`src/rtl/lt24_driver.sv`:
```
// rtl/lt24_driver.sv - LT24 (ILI9341) 8080-style write-bus driver: power-up sequence and RGB565 pixel streaming
module lt24_driver #(
    parameter int RESET_PULSE_CYCLES = 500,
    parameter int RESET_WAIT_CYCLES  = 6_000_000,
    parameter int WR_HALF_CYCLES     = 2,
    parameter int FRAME_PIXELS       = 76800
) (
    input  logic        clk,
    input  logic        reset,
    input  logic [15:0] pixel_rgb,
    input  logic        print,
    output logic        driver_done,
    output logic        driver_initialized,
    output logic        lcd_on,
    output logic        lcd_reset_n,
    output logic        lcd_cs_n,
    output logic        lcd_rs,
    output logic        lcd_wr_n,
    output logic        lcd_rd_n,
    output logic [15:0] lcd_data
);

    localparam int MAXD_PW = (RESET_PULSE_CYCLES > WR_HALF_CYCLES) ? RESET_PULSE_CYCLES : WR_HALF_CYCLES;
    localparam int MAXD    = (MAXD_PW > RESET_WAIT_CYCLES) ? MAXD_PW : RESET_WAIT_CYCLES;
    localparam int CW      = $clog2(MAXD + 1);

    localparam logic [CW-1:0] C_PULSE = CW'(RESET_PULSE_CYCLES);
    localparam logic [CW-1:0] C_WAIT  = CW'(RESET_WAIT_CYCLES - 1);
    localparam logic [CW-1:0] C_WR    = CW'(WR_HALF_CYCLES - 1);
    localparam logic [CW-1:0] C_ONE   = CW'(1);
    localparam logic [16:0]   C_LAST_PIX = 17'(FRAME_PIXELS - 1);
    localparam logic [4:0]    C_LAST_IDX = 5'd16;

    typedef enum logic [2:0] {
        S_RST_LOW,
        S_RST_WAIT,
        S_SEQ,
        S_WR_LOW,
        S_WR_HIGH,
        S_DELAY,
        S_READY
    } state_t;

    typedef enum logic [1:0] {
        K_INIT,
        K_PIXEL,
        K_FRAME
    } kind_t;

    state_t        r_state, w_state_nxt;
    kind_t         r_kind, w_kind_nxt;
    logic [CW-1:0] r_cnt, w_cnt_nxt;
    logic [4:0]    r_idx, w_idx_nxt;
    logic [15:0]   r_data, w_data_nxt;
    logic          r_rs, w_rs_nxt;
    logic          r_delay, w_delay_nxt;
    logic [16:0]   r_pix, w_pix_nxt;
    logic          r_done, w_done_nxt;
    logic          r_init, w_init_nxt;
    logic          r_cs_n, w_cs_n_nxt;
    logic          r_wr_n;
    logic          r_lcd_reset_n;
    logic          r_on;
    logic [9:0]    w_rom;

    // Init ROM entry packed as {rs, delay_flag, data[7:0]}
    function automatic logic [9:0] rom_entry(input logic [4:0] idx);
        case (idx)
            5'd0:    rom_entry = {1'b0, 1'b1, 8'h11};
            5'd1:    rom_entry = {1'b0, 1'b0, 8'h3A};
            5'd2:    rom_entry = {1'b1, 1'b0, 8'h55};
            5'd3:    rom_entry = {1'b0, 1'b0, 8'h36};
            5'd4:    rom_entry = {1'b1, 1'b0, 8'h28};
            5'd5:    rom_entry = {1'b0, 1'b0, 8'h29};
            5'd6:    rom_entry = {1'b0, 1'b0, 8'h2A};
            5'd7:    rom_entry = {1'b1, 1'b0, 8'h00};
            5'd8:    rom_entry = {1'b1, 1'b0, 8'h00};
            5'd9:    rom_entry = {1'b1, 1'b0, 8'h01};
            5'd10:   rom_entry = {1'b1, 1'b0, 8'h3F};
            5'd11:   rom_entry = {1'b0, 1'b0, 8'h2B};
            5'd12:   rom_entry = {1'b1, 1'b0, 8'h00};
            5'd13:   rom_entry = {1'b1, 1'b0, 8'h00};
            5'd14:   rom_entry = {1'b1, 1'b0, 8'h00};
            5'd15:   rom_entry = {1'b1, 1'b0, 8'hEF};
            default: rom_entry = {1'b0, 1'b0, 8'h2C};
        endcase
    endfunction

    always_comb begin
        w_state_nxt = r_state;
        w_kind_nxt  = r_kind;
        w_cnt_nxt   = (r_cnt != '0) ? (r_cnt - C_ONE) : r_cnt;
        w_idx_nxt   = r_idx;
        w_data_nxt  = r_data;
        w_rs_nxt    = r_rs;
        w_delay_nxt = r_delay;
        w_pix_nxt   = r_pix;
        w_done_nxt  = 1'b0;
        w_init_nxt  = r_init;
        w_cs_n_nxt  = r_cs_n;
        w_rom       = rom_entry(r_idx);

        case (r_state)
            S_RST_LOW: begin
                if (r_cnt == '0) begin
                    w_state_nxt = S_RST_WAIT;
                    w_cnt_nxt   = C_WAIT;
                end
            end
            S_RST_WAIT: begin
                if (r_cnt == '0) begin
                    w_state_nxt = S_SEQ;
                    w_idx_nxt   = '0;
                    w_cs_n_nxt  = 1'b0;
                end
            end
            S_SEQ: begin
                w_rs_nxt    = w_rom[9];
                w_delay_nxt = w_rom[8];
                w_data_nxt  = {8'h00, w_rom[7:0]};
                w_kind_nxt  = K_INIT;
                w_state_nxt = S_WR_LOW;
                w_cnt_nxt   = C_WR;
            end
            S_WR_LOW: begin
                if (r_cnt == '0) begin
                    w_state_nxt = S_WR_HIGH;
                    w_cnt_nxt   = C_WR;
                end
            end
            S_WR_HIGH: begin
                if (r_cnt == '0) begin
                    case (r_kind)
                        K_INIT: begin
                            if (r_delay) begin
                                w_state_nxt = S_DELAY;
                                w_cnt_nxt   = C_WAIT;
                            end else if (r_idx == C_LAST_IDX) begin
                                w_state_nxt = S_READY;
                                w_init_nxt  = 1'b1;
                            end else begin
                                w_state_nxt = S_SEQ;
                                w_idx_nxt   = r_idx + 5'd1;
                            end
                        end
                        K_PIXEL: begin
                            w_done_nxt = 1'b1;
                            // Frame boundary: re-issue memory write so the panel restarts at pixel 0
                            if (r_pix == C_LAST_PIX) begin
                                w_pix_nxt   = '0;
                                w_data_nxt  = 16'h002C;
                                w_rs_nxt    = 1'b0;
                                w_kind_nxt  = K_FRAME;
                                w_state_nxt = S_WR_LOW;
                                w_cnt_nxt   = C_WR;
                            end else begin
                                w_pix_nxt   = r_pix + 17'd1;
                                w_state_nxt = S_READY;
                            end
                        end
                        default: begin
                            w_state_nxt = S_READY;
                        end
                    endcase
                end
            end
            S_DELAY: begin
                if (r_cnt == '0) begin
                    w_state_nxt = S_SEQ;
                    w_idx_nxt   = r_idx + 5'd1;
                end
            end
            S_READY: begin
                if (print) begin
                    w_data_nxt  = pixel_rgb;
                    w_rs_nxt    = 1'b1;
                    w_kind_nxt  = K_PIXEL;
                    w_state_nxt = S_WR_LOW;
                    w_cnt_nxt   = C_WR;
                end
            end
            default: begin
                w_state_nxt = S_RST_LOW;
            end
        endcase
    end

    always_ff @(posedge clk or negedge reset) begin
        if (!reset) begin
            r_state       <= S_RST_LOW;
            r_kind        <= K_INIT;
            r_cnt         <= C_PULSE;
            r_idx         <= '0;
            r_data        <= '0;
            r_rs          <= 1'b1;
            r_delay       <= 1'b0;
            r_pix         <= '0;
            r_done        <= 1'b0;
            r_init        <= 1'b0;
            r_cs_n        <= 1'b1;
            r_wr_n        <= 1'b1;
            r_lcd_reset_n <= 1'b0;
            r_on          <= 1'b0;
        end else begin
            r_state       <= w_state_nxt;
            r_kind        <= w_kind_nxt;
            r_cnt         <= w_cnt_nxt;
            r_idx         <= w_idx_nxt;
            r_data        <= w_data_nxt;
            r_rs          <= w_rs_nxt;
            r_delay       <= w_delay_nxt;
            r_pix         <= w_pix_nxt;
            r_done        <= w_done_nxt;
            r_init        <= w_init_nxt;
            r_cs_n        <= w_cs_n_nxt;
            r_wr_n        <= (w_state_nxt != S_WR_LOW);
            r_lcd_reset_n <= (w_state_nxt != S_RST_LOW);
            r_on          <= 1'b1;
        end
    end

    assign driver_done        = r_done;
    assign driver_initialized = r_init;
    assign lcd_on             = r_on;
    assign lcd_reset_n        = r_lcd_reset_n;
    assign lcd_cs_n           = r_cs_n;
    assign lcd_rs             = r_rs;
    assign lcd_wr_n           = r_wr_n;
    assign lcd_rd_n           = 1'b1;
    assign lcd_data           = r_data;

endmodule

```
`config.mk`:
```
export PLATFORM = sky130hd
export DESIGN_NAME = lt24_driver
export DESIGN_NICKNAME = d
export VERILOG_FILES = /design/src/rtl/lt24_driver.sv
export SDC_FILE = /design/constraint.sdc
export NUM_CORES = 1
export LEC_CHECK = 0
export BUFFER_PORTS_ARGS = -buffer_cell sky130_fd_sc_hd__buf_2
export CORE_UTILIZATION = 39
export DETAILED_ROUTE_END_ITERATION = 10
export PLACE_DENSITY = 0.57
export SLEW_MARGIN = 20
export SYNTH_ARGS = -nofsm -noshare
export SYNTH_HDL_FRONTEND = slang
export SYNTH_SLANG_ARGS = --single-unit
```
`constraint.sdc`:
```
create_clock -name clk -period 3.17 [get_ports clk]
set_clock_uncertainty 0.05 [all_clocks]
set_input_delay 0.4755 -clock clk [delete_from_list [all_inputs] [get_ports clk]]
set_output_delay 0.4755 -clock clk [all_outputs]
set_load 0.01 [all_outputs]
```
==> reports/qor.txt <==
status = completed
depth of the CTS H-tree = 3
multi-input gate area in the final layout = 0.00201 mm²
Synth Area in Compound Gates = 16.3%
buffer count from post-CTS setup fixing = 0
average wire length per cell after detail routing = 15.4 µm
Std-Cell Rows = 36
pin count of the biggest net entering global routing = 75
total non-filler cell area in the finished layout = 0.00456 mm²
R2R depth = 7
number of distinct standard cells referenced by the synthesized netlist = 57
clock tree from TritonCTS = yes
count of hold buffers inserted by post-cts repair = 0
Finished Core Util = 46.0%
via count of the first global-routing pass = 2973
wire length reported by the detailed router = 9040 µm
nature of the critical path startpoint = flop
post-synthesis sequential area ratio = 46.3%
fin nets = 478
static leakage = 1.96 nW
number of synthesized register bits = 74
top-area cell type share of the netlist area = 40.4%
DRC violation count after routing = 0
Clock Pin Slew Worst Setup and Hold Paths = 80 ps
Avg Inst Size Synth = 9.80 µm²
Pwr Density = 397 mW/mm²
antenna viol nets, final = 0
TNS Setup = 0 ps
xor-xnor portion of the synthesized cell area = 6.53%
area share of fa/ha/maj cells after synthesis = 3.42%
multiplexer share of the synthesized area = 1.27%
area of the core region = 0.00991 mm²
number of iterations in the first detailed-routing pass = 4
cell-by-cell listing of the critical path = nor4_4 -> nand4_4 -> nor2_4 -> inv_2 -> ha_1 -> a222oi_1 -> o41ai_1
setup repair after global routing missed its margin = no
count of maximum capacitance violations = 0
min-delay worst type = in -> async
number of warnings issued by yosys = 0
area share of and/or/nand/nor cells after synthesis = 22.2%
count of input and output buffers = 41
final setup vio count = 0
Gates resized, CTS repair = 0
weighted congestion reported at the end of routability-driven placement = 0.823
proportion of synthesized flip-flops having asynchronous set or reset = 100%
overflow left after global routing = 0
First DRT Iteration DRCs = 90
global-route wire length before repair = 15400 µm
setup slack on the worst flop-to-flop path = 580 ps
Worst Path Class, Setup = reg -> reg
hold_ws = 179 ps
clock buffers created by TritonCTS = 9
final-report hold violation count = 0
Slowest-stage cell, CP = dfrtp_1
post-synthesis instance area = 0.00403 mm²
antenna diode count = 0
die extent in x = 104 µm
origin of the critical flop-to-flop path = r_cnt[17]
clock root buffer master = clkbuf_8
ratio of cells with drive above 1 in the final layout = 18.3%
Main synth FF type = dfrtp_1
antenna violations before repair = 0
count of flip-flops with a built-in enable after synthesis = 0
WP data arrival = 2760 ps
maximum fanout along the worst path = 14
Tightest Pin Transition = 937 ps
total cell area at the placement stage = 0.00433 mm²
maximum buffer depth of the clock tree = 2
CTS Sinks = 74
normalized max-slew margin = 37.5%
Worst Path Required = 3340 ps
overall global routing resource usage = 18.1%
peak ir drop on the vdd network = 0.259 mV
highest attainable clock frequency = 0.387 GHz
Tcrit/Tclk final = 81.6%
post-DP HPWL = 6260 µm
largest family of logic cells by synthesized area = simple AND/OR/NAND/NOR gates
clock latency of the later-clocked register in the worst-skew pair = 360 ps
worst reg2reg path endpoint = r_cnt[0]
Die Height = 104 µm
number of top-level design ports = 43
number of standard cells after synthesis = 411
layout overhead on the synthesized area = 13.1%
leading cell types by total area after synthesis = dfrtp_1 40%, dfstp_2 5.9%, o21ai_0 4.1%
effective utilization at floorplan = 40.6%
Critical Path End Type = flop
Synth area leader = dfrtp_1
area of the die = 0.0107 mm²
Max stage delay on crit path = 450 ps
crit path time final = 2590 ps
Register Area = 0.00186 mm²
Final Slew Violations = 0
fillcell total = 998
per-cell via count in the routed design = 5.25
vias after detailed routing = 3077
area by class of cell:
cell class	count	share of cell area [%]
clock inverter	7	2.20
clock buffer	9	2.72
inverter	15	1.24
tap	133	3.65
timing repair buffer	45	5.22
multi-input combinational	303	44.1
sequential	74	40.9
state kept, by name, indices dropped and copies added, names as in the netlist, 2 cells and up:
signal and flops:
r_cnt 23, r_idx 5, r_kind 2, r_pix 17, r_state 3, lcd_data 16
per-stage QoR:
stage / cells / power, W / setup slack, ps
6_report: 586 / 0.00181 / 585
5_1_grt: 586 / 0.00188 / 338
4_1_cts: 586 / 0.00184 / 543
3_5_place_dp: 570 / 0.000997 / 561
3_3_place_gp: 570 / 0.000996 / 719
2_1_floorplan: 412 / 0.000966 / 1000
metal layers:
layer	GRT usage [%]	up-vias	share of wire, %
met5	0	-	0
met2	27.4	37	45
met3	4.15	9	3.1
met1	25.8	1485	50
li1	-	1546	-
met4	5.59	0	1.4
Yosys cell counts (2+ instances only):
cell type / count
o21ai_0: 33
nand3b_1: 4
nor3b_1: 3
nor4_4: 4
mux2i_1: 4
a21o_1: 5
buf_4: 2
nor4bb_1: 2
clkbuf_1: 12
inv_1: 13
o21ai_1: 2
nand2_1: 38
xnor2_1: 13
and4_1: 5
o211ai_1: 2
buf_6: 2
xor2_1: 17
dfrtp_1: 65
or3_1: 6
dfstp_2: 9
a211oi_1: 6
nor2b_1: 5
nand4_4: 2
nand3_1: 13
buf_2: 4
a221o_1: 5
a22o_1: 11
nor2_1: 39
ha_1: 11
nand4_1: 9
and2_1: 5
o31ai_1: 8
a21oi_1: 14
and3_1: 5
o22ai_1: 2
inv_2: 2
nor3_1: 9
cells by family (layout without fill, tap and decap cells):
family,Yosys count,in the layout
buffers and inverters,35,76
AOI/OAI and AO/OA,99,99
muxes,5,5
adders and majority gates,11,11
and+or+nand+nor,156,156
xor gates and xnor gates,30,30
other,1,2
DFF,74,74
worst max-delay path by stage:
stage | start | end | slack [ps] | cells after the start
4_1_cts | r_cnt[7] | r_cnt[0] | 540 | 7
5_1_grt | r_cnt[1] | r_cnt[0] | 340 | 9
3_3_place_gp | r_cnt[17] | lcd_reset_n | 720 | 7
3_5_place_dp | r_cnt[7] | r_cnt[0] | 560 | 7
2_1_floorplan | r_cnt[1] | r_cnt[12] | 1000 | 8
6_report | r_cnt[17] | r_cnt[0] | 580 | 7
cell usage in the layout, fill, tap and decap left out, types with 3 or more instances in the layout:
cell	instances
nand2_1	38
a21o_1	5
and4_1	5
xor2_1	17
dfrtp_1	65
and3_1	5
nand4_1	9
dfstp_2	9
or3_1	6
nand3_1	13
ha_1	11
a21oi_1	14
buf_2	40
nor3_1	9
o31ai_1	8
nor2b_1	5
inv_1	13
a221o_1	5
clkbuf_8	9
buf_4	5
xnor2_1	13
a22o_1	11
a211oi_1	6
o21ai_0	33
nor4_4	4
and2_1	5
nor3b_1	3
mux2i_1	4
nand3b_1	4
nor2_1	39
critical path, delay by kind of cell (launching register included):
| family | cells | cell delay, ps |
|---|---|---|
| AO/OA/AOI/OAI | 2 | 500 |
| adder cells (fa/ha/maj) | 1 | 310 |
| buffers and inverters | 1 | 190 |
| flip-flops | 1 | 450 |
| AND/OR/NAND/NOR | 3 | 960 |
where the power goes:
part	total, W	switching, W	internal [W]
combinational	0.0000317	0.0000230	0.00000872
sequential	0.000944	0.000000158	0.000944
clock	0.000832	0.000382	0.000450
No activity file was read; power rests on OpenSTA's default activity.
